## config.mk

```make
export PLATFORM = sky130hd
export DESIGN_NAME = mem_arbiter_flat
export DESIGN_NICKNAME = d
export VERILOG_FILES = /design/src/rtl/mem_arbiter_if.sv /design/src/rtl/mem_arbiter.sv /design/src/flat_wrapper.sv
export SDC_FILE = /design/constraint.sdc
export NUM_CORES = 1
export LEC_CHECK = 0
export ABC_AREA = 1
export CAP_MARGIN = 30
export CORE_AREA = 2 2 129 131
export DETAILED_ROUTE_END_ITERATION = 7
export DIE_AREA = 0 0 131 133
export GPL_TIMING_DRIVEN = 0
export HOLD_SLACK_MARGIN = 0.08
export PLACE_DENSITY = 0.89
export SLEW_MARGIN = 20
export SYNTH_ARGS = -nofsm -noshare
export SYNTH_HDL_FRONTEND = slang
export SYNTH_SLANG_ARGS = --single-unit
export TNS_END_PERCENT = 50
```

## constraint.sdc

```tcl
create_clock -name clk -period 2.2 [get_ports clk]
set_input_delay 0.33 -clock clk [delete_from_list [all_inputs] [get_ports clk]]
set_output_delay 0.33 -clock clk [all_outputs]
set_load 0.03 [all_outputs]
```

## src/rtl/mem_arbiter_if.sv

```systemverilog
// Bus bundle between two cores (instruction + data ports), the arbiter and a single RAM port.
// The arbiter takes the slave modport; the core/RAM side takes master.
interface mem_arbiter_if;
  logic [1:0]       iREN;
  logic [1:0][31:0] iaddr;
  logic [1:0]       dREN;
  logic [1:0]       dWEN;
  logic [1:0][31:0] daddr;
  logic [1:0][31:0] dstore;
  logic [1:0]       iwait;
  logic [1:0]       dwait;
  logic [31:0]      rdata;
  logic             err;
  logic             ramREN;
  logic             ramWEN;
  logic [31:0]      ramaddr;
  logic [31:0]      ramstore;
  logic [31:0]      ramload;
  logic             ram_ready;

  modport slave (
    input  iREN, iaddr, dREN, dWEN, daddr, dstore, ramload, ram_ready,
    output iwait, dwait, rdata, err, ramREN, ramWEN, ramaddr, ramstore
  );

  modport master (
    output iREN, iaddr, dREN, dWEN, daddr, dstore, ramload, ram_ready,
    input  iwait, dwait, rdata, err, ramREN, ramWEN, ramaddr, ramstore
  );
endinterface

```

## src/rtl/mem_arbiter.sv

```systemverilog
// Two-core round-robin arbiter onto one RAM port: IDLE picks a requester, BUSY runs the
// RAM access (with timeout), RESP releases the winner's wait bit for exactly one cycle.
module mem_arbiter #(
  parameter int TIMEOUT_CYC = 64
) (
  input logic          clk,
  input logic          rst,
  mem_arbiter_if.slave bus
);

  localparam int CW = ($clog2(TIMEOUT_CYC) > 8) ? $clog2(TIMEOUT_CYC) : 8;

  typedef enum logic [1:0] {IDLE, BUSY, RESP} state_t;

  state_t        state;
  logic          rr;
  logic [CW-1:0] cnt;
  logic          gcore;
  logic          gdata;
  logic          ramren_q;
  logic          ramwen_q;
  logic [31:0]   ramaddr_q;
  logic [31:0]   ramstore_q;
  logic [31:0]   rdata_q;
  logic          err_q;
  logic [1:0]    iwait_q;
  logic [1:0]    dwait_q;

  logic [1:0]  req;
  logic        sel_core;
  logic        sel_data;
  logic        sel_write;
  logic [31:0] sel_addr;
  logic [31:0] sel_store;

  // Core rr gets first pick; within a core a data access beats a fetch, and dREN+dWEN is a write.
  always_comb begin
    req       = bus.iREN | bus.dREN | bus.dWEN;
    sel_core  = req[rr] ? rr : ~rr;
    sel_data  = bus.dREN[sel_core] | bus.dWEN[sel_core];
    sel_write = bus.dWEN[sel_core];
    sel_addr  = sel_data ? bus.daddr[sel_core] : bus.iaddr[sel_core];
    sel_store = sel_write ? bus.dstore[sel_core] : 32'h0;
  end

  always_ff @(posedge clk) begin
    if (rst) begin
      state      <= IDLE;
      rr         <= 1'b0;
      cnt        <= '0;
      gcore      <= 1'b0;
      gdata      <= 1'b0;
      ramren_q   <= 1'b0;
      ramwen_q   <= 1'b0;
      ramaddr_q  <= 32'h0;
      ramstore_q <= 32'h0;
      rdata_q    <= 32'h0;
      err_q      <= 1'b0;
      iwait_q    <= 2'b11;
      dwait_q    <= 2'b11;
    end else begin
      case (state)
        IDLE: begin
          if (|req) begin
            gcore      <= sel_core;
            gdata      <= sel_data;
            ramren_q   <= ~sel_write;
            ramwen_q   <= sel_write;
            ramaddr_q  <= sel_addr;
            ramstore_q <= sel_store;
            cnt        <= '0;
            state      <= BUSY;
          end
        end
        BUSY: begin
          // A ready pulse on the final counted cycle still counts as a normal completion.
          if (bus.ram_ready || (cnt == CW'(TIMEOUT_CYC - 1))) begin
            ramren_q   <= 1'b0;
            ramwen_q   <= 1'b0;
            ramaddr_q  <= 32'h0;
            ramstore_q <= 32'h0;
            rdata_q    <= bus.ram_ready ? bus.ramload : 32'h0;
            err_q      <= ~bus.ram_ready;
            if (gdata) dwait_q[gcore] <= 1'b0;
            else       iwait_q[gcore] <= 1'b0;
            state      <= RESP;
          end else begin
            cnt <= cnt + CW'(1);
          end
        end
        RESP: begin
          iwait_q <= 2'b11;
          dwait_q <= 2'b11;
          err_q   <= 1'b0;
          rr      <= ~gcore;
          state   <= IDLE;
        end
        default: state <= IDLE;
      endcase
    end
  end

  assign bus.ramREN   = ramren_q;
  assign bus.ramWEN   = ramwen_q;
  assign bus.ramaddr  = ramaddr_q;
  assign bus.ramstore = ramstore_q;
  assign bus.rdata    = rdata_q;
  assign bus.err      = err_q;
  assign bus.iwait    = iwait_q;
  assign bus.dwait    = dwait_q;

endmodule

```

## src/flat_wrapper.sv

```systemverilog
// flat-port wrapper written by rule: the top's interface ports become plain ports
module mem_arbiter_flat 
#(
  parameter int TIMEOUT_CYC = 64
)
  (clk, rst, bus_iREN, bus_iaddr, bus_dREN, bus_dWEN, bus_daddr, bus_dstore, bus_ramload, bus_ram_ready, bus_iwait, bus_dwait, bus_rdata, bus_err, bus_ramREN, bus_ramWEN, bus_ramaddr, bus_ramstore);
  mem_arbiter_if bus_i ();
  input logic clk;
  input logic rst;
  input wire logic [$bits(bus_i.iREN)-1:0] bus_iREN;
  input wire logic [$bits(bus_i.iaddr)-1:0] bus_iaddr;
  input wire logic [$bits(bus_i.dREN)-1:0] bus_dREN;
  input wire logic [$bits(bus_i.dWEN)-1:0] bus_dWEN;
  input wire logic [$bits(bus_i.daddr)-1:0] bus_daddr;
  input wire logic [$bits(bus_i.dstore)-1:0] bus_dstore;
  input wire logic [$bits(bus_i.ramload)-1:0] bus_ramload;
  input wire logic [$bits(bus_i.ram_ready)-1:0] bus_ram_ready;
  output wire logic [$bits(bus_i.iwait)-1:0] bus_iwait;
  output wire logic [$bits(bus_i.dwait)-1:0] bus_dwait;
  output wire logic [$bits(bus_i.rdata)-1:0] bus_rdata;
  output wire logic [$bits(bus_i.err)-1:0] bus_err;
  output wire logic [$bits(bus_i.ramREN)-1:0] bus_ramREN;
  output wire logic [$bits(bus_i.ramWEN)-1:0] bus_ramWEN;
  output wire logic [$bits(bus_i.ramaddr)-1:0] bus_ramaddr;
  output wire logic [$bits(bus_i.ramstore)-1:0] bus_ramstore;
  assign bus_i.iREN = bus_iREN;
  assign bus_i.iaddr = bus_iaddr;
  assign bus_i.dREN = bus_dREN;
  assign bus_i.dWEN = bus_dWEN;
  assign bus_i.daddr = bus_daddr;
  assign bus_i.dstore = bus_dstore;
  assign bus_i.ramload = bus_ramload;
  assign bus_i.ram_ready = bus_ram_ready;
  assign bus_iwait = bus_i.iwait;
  assign bus_dwait = bus_i.dwait;
  assign bus_rdata = bus_i.rdata;
  assign bus_err = bus_i.err;
  assign bus_ramREN = bus_i.ramREN;
  assign bus_ramWEN = bus_i.ramWEN;
  assign bus_ramaddr = bus_i.ramaddr;
  assign bus_ramstore = bus_i.ramstore;
  mem_arbiter #(.TIMEOUT_CYC(TIMEOUT_CYC)) u_core (.clk(clk), .rst(rst), .bus(bus_i));
endmodule
```

==> out/qor.csv <==
metric,value,unit
Ant. Diodes,0,
"Clk Latency, worst-skew pair",0.41,ns
row count,47,
Final setup viols,0,
Core Area,16200,um2
total grt overflow,0,
Post-layout nets,1620,
die area,17400,um2
critical path arrival,2.39,ns
final-report max-slew violation count,0,
Pleak,4.76,nW
final setup margin,0.150,ns
Final Hold Fails,0,
pre-CTS WS,-0.233,ns
vias in the first global route,7649,
global-route usage over all layers,27.9,%
hold_buf cts,0,
most frequent cells in the layout,"nand2_1, clkdlybuf4s50_1, nand3_1",
DR WL met3,1970,um
gpl congestion,0.883,
die width,131,um
DPL Wire Length,19300,um
largest area contributor in the netlist,dfxtp_1,
clock transition at the registers of the reported paths,0.05,ns
Fin Setup TNS,0,ns
worst hold-check path type,flop to flop,
post-CTS setup repair buffer count,0,
CTS sink count,116,
count of buffers from port buffering,334,
Ports,336,
CTS Buf Count,17,
DP Cell Count,1587,
vias post-DR,8041,
syn_area_per_cell,6.13,um2
Synth top area share,36.7,%
WL/cell,15.3,um
kind of critical path,input port to flop,
Max-Cap Viols,0,
Power Density,711,nW/um2
Area growth syn-to-layout,67.7,%
worst endpoint required time,2.54,ns
chip height,133,um
post-synthesis cell type count,23,
"Cell Area, Synth",6330,um2
Remaining DRCs,0,
layout cells sized above 1,6.29,%
worst relative slew slack,58.6,%
highest layer used for signal routing,met4,
fmax,0.488,GHz
status,"finished, final reports clean",
Pre-antenna DRT Iters,5,
sequential fraction of the synthesis area,36.7,%
Clk Tree Root Cell,clkbuf_16,
H-tree levels,4,
Crit. End Element,flop,
met2 WL post-DR,12300,um
VDD IR-drop max,562,uV
fin crit period,2.05,ns
crit start category,input port,
"top cells by area, synth","dfxtp_1, nand2_1, nand3_1, a21oi_1, inv_1",
cell count after synthesis,1033,
Post-CTS Resized,0,
RSZ-0062 raised after global routing,false,
Initial Util,39.1,%
Non-Filler Instances,1618,
period utilization,93.2,%
Post-Route WL,24700,um
CTS tree,built,
first-pass GRT wire length,38200,um
M1 WL,9780,um
CP max FO,10,
first-iteration detailed-routing DRC count,478,
synth warn,0,
post-synthesis net count,1267,
"commonest non-fill, non-tap cell in the layout",nand2_1,
Power Total,0.00754,W
Longest Clk Path Bufs,2,
ANT nets after route,0,
Fillers,1444,
initial antenna violation count,0,
largest net degree at the start of global routing,17,
worst-margin pin slew,0.621,ns
Final Skew,0.00852,ns
vias per cell,4.97,
Hold WS,0.458,ns
register bit total from synthesis,116,
-- area by class of cell --
class	instances	area (um2)	share of cell area, %
flip-flops and latches	116	2320	21.9
well taps	220	275	2.59
clock buffers	20	457	4.30
inverters	103	387	3.64
repair buffers	334	3340	31.5
plain buffers	73	359	3.38
multi-input cells	741	3270	30.8
clock inverters	11	205	1.93
-- worst max-delay path, stage by stage --
cell	delay, ns
clkdlybuf4s50_1	0.44
nor2_2	0.18
nand3_2	0.20
nand2_2	0.37
buf_2	0.29
nand2_1	0.08
nand2_1	0.11
inv_1	0.06
nand2_1	0.10
nand3_1	0.08
a21oi_1	0.13
-- worst paths after layout --
path,to,slack (ns),cells after the start,from
worst min-delay path,u_core.bus.rdata[13],0.46,2,u_core.bus.rdata[13]
worst max-delay path,u_core.bus.ramaddr[11],0.15,11,bus_dREN[1]
worst max register to register,u_core.bus.ramaddr[11],0.20,9,u_core.rr
worst min register to register,u_core.bus.rdata[13],0.46,2,u_core.bus.rdata[13]
-- per-layer routing --
| metal | track usage, % | vias to the layer above |
|---|---|---|
| met4 | 11.0 | 0 |
| met1 | 32.8 | 3643 |
| met3 | 6.91 | 50 |
| li1 | - | 3992 |
| met5 | 0 | - |
| met2 | 48.2 | 356 |
-- kinds of logic after synthesis --
kind of cell    synth area share [%]
simple gates                    42.0
buf+inv                         11.8
fa+ha+maj                      0.198
xor+xnor                       0.138
compound gates                  9.17
flops                           36.7
-- state kept, by name, indices dropped and copies added (netlist names), 2 cells and up --
register / flops
u_core.bus.ramaddr: 32
u_core.bus.ramstore: 32
u_core.bus.rdata: 32
u_core.cnt: 8
u_core.bus.dwait: 2
u_core.bus.iwait: 2
u_core.state: 2
-- Yosys cell counts, drive strengths merged --
| master | count |
|---|---|
| a21oi | 107 |
| and3 | 1 |
| buf | 45 |
| clkbuf | 28 |
| dfxtp | 116 |
| ha | 1 |
| inv | 103 |
| nand2 | 389 |
| nand3 | 209 |
| nand4 | 1 |
| nor2 | 21 |
| nor3 | 2 |
| o21ai | 9 |
| xor2 | 1 |
-- where the power goes --
group	total [W]	switching (W)	internal [W]	leakage, nW
logic	0.00207	0.00115	0.000922	3.48
registers	0.00235	0.0000846	0.00226	0.950
clock network	0.00313	0.000961	0.00217	0.329
-- through the flow --
step	instance area (um2)	util [%]
floorplan	6330	-
global placement	9950	61.5
detailed placement	9950	61.5
CTS	10600	65.6
global route	10600	65.6
finish	10600	65.6
(Power assumes the default switching activity.)
==> RTL edit: new RTL, same flow settings <==
Make the reset (`rst`) asynchronous in one clocked block.
--- a/src/rtl/mem_arbiter.sv
+++ b/src/rtl/mem_arbiter.sv
@@ -43,7 +43,7 @@
     sel_store = sel_write ? bus.dstore[sel_core] : 32'h0;
   end
 
-  always_ff @(posedge clk) begin
+  always_ff @(posedge clk or posedge rst) begin
     if (rst) begin
       state      <= IDLE;
       rr         <= 1'b0;
Function: differs if rst is asserted again (counterexample within 4 cycles, from zero or initial values and one cycle with rst high); with rst held inactive, the same outputs for 4 cycles.
==> RTL edit against the unedited design <==
Cell area rose by 4.7%; routed wire length down 2.2%; setup slack lost 28 ps; sequential share of layout area is 4.3 points higher; hold slack worse by 140 ps; area after synthesis is 7.8% higher; count of clock-buffer cells in the layout down 3; critical path depth stayed put; sequential cell count is the same; critical path type unchanged.
Power is not compared: it rests on default switching activity, and its combinational part moved more than twofold at a synthesized area within 25%.
==> RTL edit: results <==
INSERT INTO impl_metrics (metric_group, metric, value, unit) VALUES
('place', 'placedCellCount', '1562', ''),
('final_layout', 'fillers', '1314', ''),
('synth', 'netlist-cell-type-count', '27', ''),
('timing', 'timing.clock.skew', '11.40', 'ps'),
('synth', 'synth.net_count', '1239', ''),
('synth', 'synthTopCellsByArea', 'sky130_fd_sc_hd__dfrtp_1 (41%), sky130_fd_sc_hd__nand2_1 (22%), sky130_fd_sc_hd__nand3_1 (18%)', ''),
('final_layout', 'nonClockBufferCount', '404', ''),
('worst_setup_path', 'timing.rr.end', 'u_core.bus.ramaddr[0]', ''),
('final_layout', 'non_clock_buffer_area_share', '33.92', '%'),
('final_layout', 'multi_input_cells', '710', ''),
('route', 'first_iter_violations', '397', ''),
('grt', 'first_pass_grt_wire_length', '38240', 'um'),
('worst_setup_path', 'worst-endpoint-arrival', '2370', 'ps'),
('route', 'vias', '7960', ''),
('final_layout', 'sh_seq_area', '26.17', '%'),
('timing', 'slew_limit_headroom', '65.49', '%'),
('synth', 'ys_async_sr_fraction', '100.0', '%'),
('grt', 'vias_in_the_first_global_route', '7880', ''),
('final_layout', 'clk_share', '5.460', '%'),
('synth', 'synth.avg_cell_area', '6.790', 'sq um'),
('place', 'placed_cell_area', '10510', 'sq um'),
('place', 'hpwl', '19020', 'um'),
('worst_setup_path', 'regToRegStartpoint', 'u_core.rr', ''),
('grt', 'gr-usage-all-layers', '28.19', '%'),
('run_status', 'outcome', 'complete, no violations', '');
==> RTL edit: changes by cell type after synthesis, moves of 12 or more <==
cell | unedited run | this run
sky130_fd_sc_hd__buf_2 | 35 | 23
sky130_fd_sc_hd__a21oi_1 | 107 | 0
sky130_fd_sc_hd__nand3_1 | 206 | 243
sky130_fd_sc_hd__o21ai_0 | 9 | 39
sky130_fd_sc_hd__dfrtp_1 | 0 | 112
sky130_fd_sc_hd__dfxtp_1 | 116 | 0
==> RTL edit: timing repair <==
action                     in CTS  in global routing
setup endpoints to repair       0                  2
resized for setup               0                  2
buffers inserted                0                  0
==> RTL edit: kinds of logic (layout without fill, tap and decap cells) <==
family / Yosys count / count (layout) / synth area share (%)
xor+xnor: 4 / 4 / 0.5135
simple gates: 663 / 663 / 42.02
buf+inv: 179 / 548 / 11.53
compound gates: 42 / 42 / 3.135
fa+ha+maj: 1 / 1 / 0.1833
flops: 116 / 116 / 42.61
==> RTL edit: worst max path at each step <==
stage | start | to | slack, ps | depth (start not counted)
2_1_floorplan | rst | u_core.bus.err | 460 | 1
3_3_place_gp | rst | u_core.bus.ramstore[27] | -660 | 2
3_5_place_dp | bus_dREN[1] | u_core.bus.ramaddr[29] | -360 | 11
4_1_cts | bus_dREN[1] | u_core.bus.ramaddr[29] | 70 | 11
5_1_grt | bus_dREN[1] | u_core.bus.ramaddr[31] | 8 | 11
6_report | bus_dREN[1] | u_core.bus.ramaddr[31] | 120 | 11
==> RTL edit: power by group through the flow <==
stage                     Clock [mW]  Sequential, mW  Combinational, mW
after floorplan                    0            5.11               3.42
after global placement             0            3.54               8.12
after detailed placement           0            3.58               8.29
after CTS                       2.86            3.56               8.32
after global routing            2.97            3.65               9.03
final                           2.81            3.56               8.31
==> RTL edit: routing by layer <==
metal  global-route usage (%)  share of wire, %
met3                    6.915               7.3
met2                    46.98                49
met5                        0                 0
met1                    33.60                39
met4                    14.01               4.0
==> RTL edit: worst max-delay path: stages <==
cell and delay [ps]:
sky130_fd_sc_hd__clkdlybuf4s50_1 470, sky130_fd_sc_hd__nor2_1 180, sky130_fd_sc_hd__nand2_1 100, sky130_fd_sc_hd__nand2_2 210, sky130_fd_sc_hd__nand2_4 150, sky130_fd_sc_hd__buf_4 230, sky130_fd_sc_hd__buf_4 210, sky130_fd_sc_hd__o21ai_1 210
sky130_fd_sc_hd__nand2_1 80, sky130_fd_sc_hd__nand3_1 120, sky130_fd_sc_hd__nand2_1 70
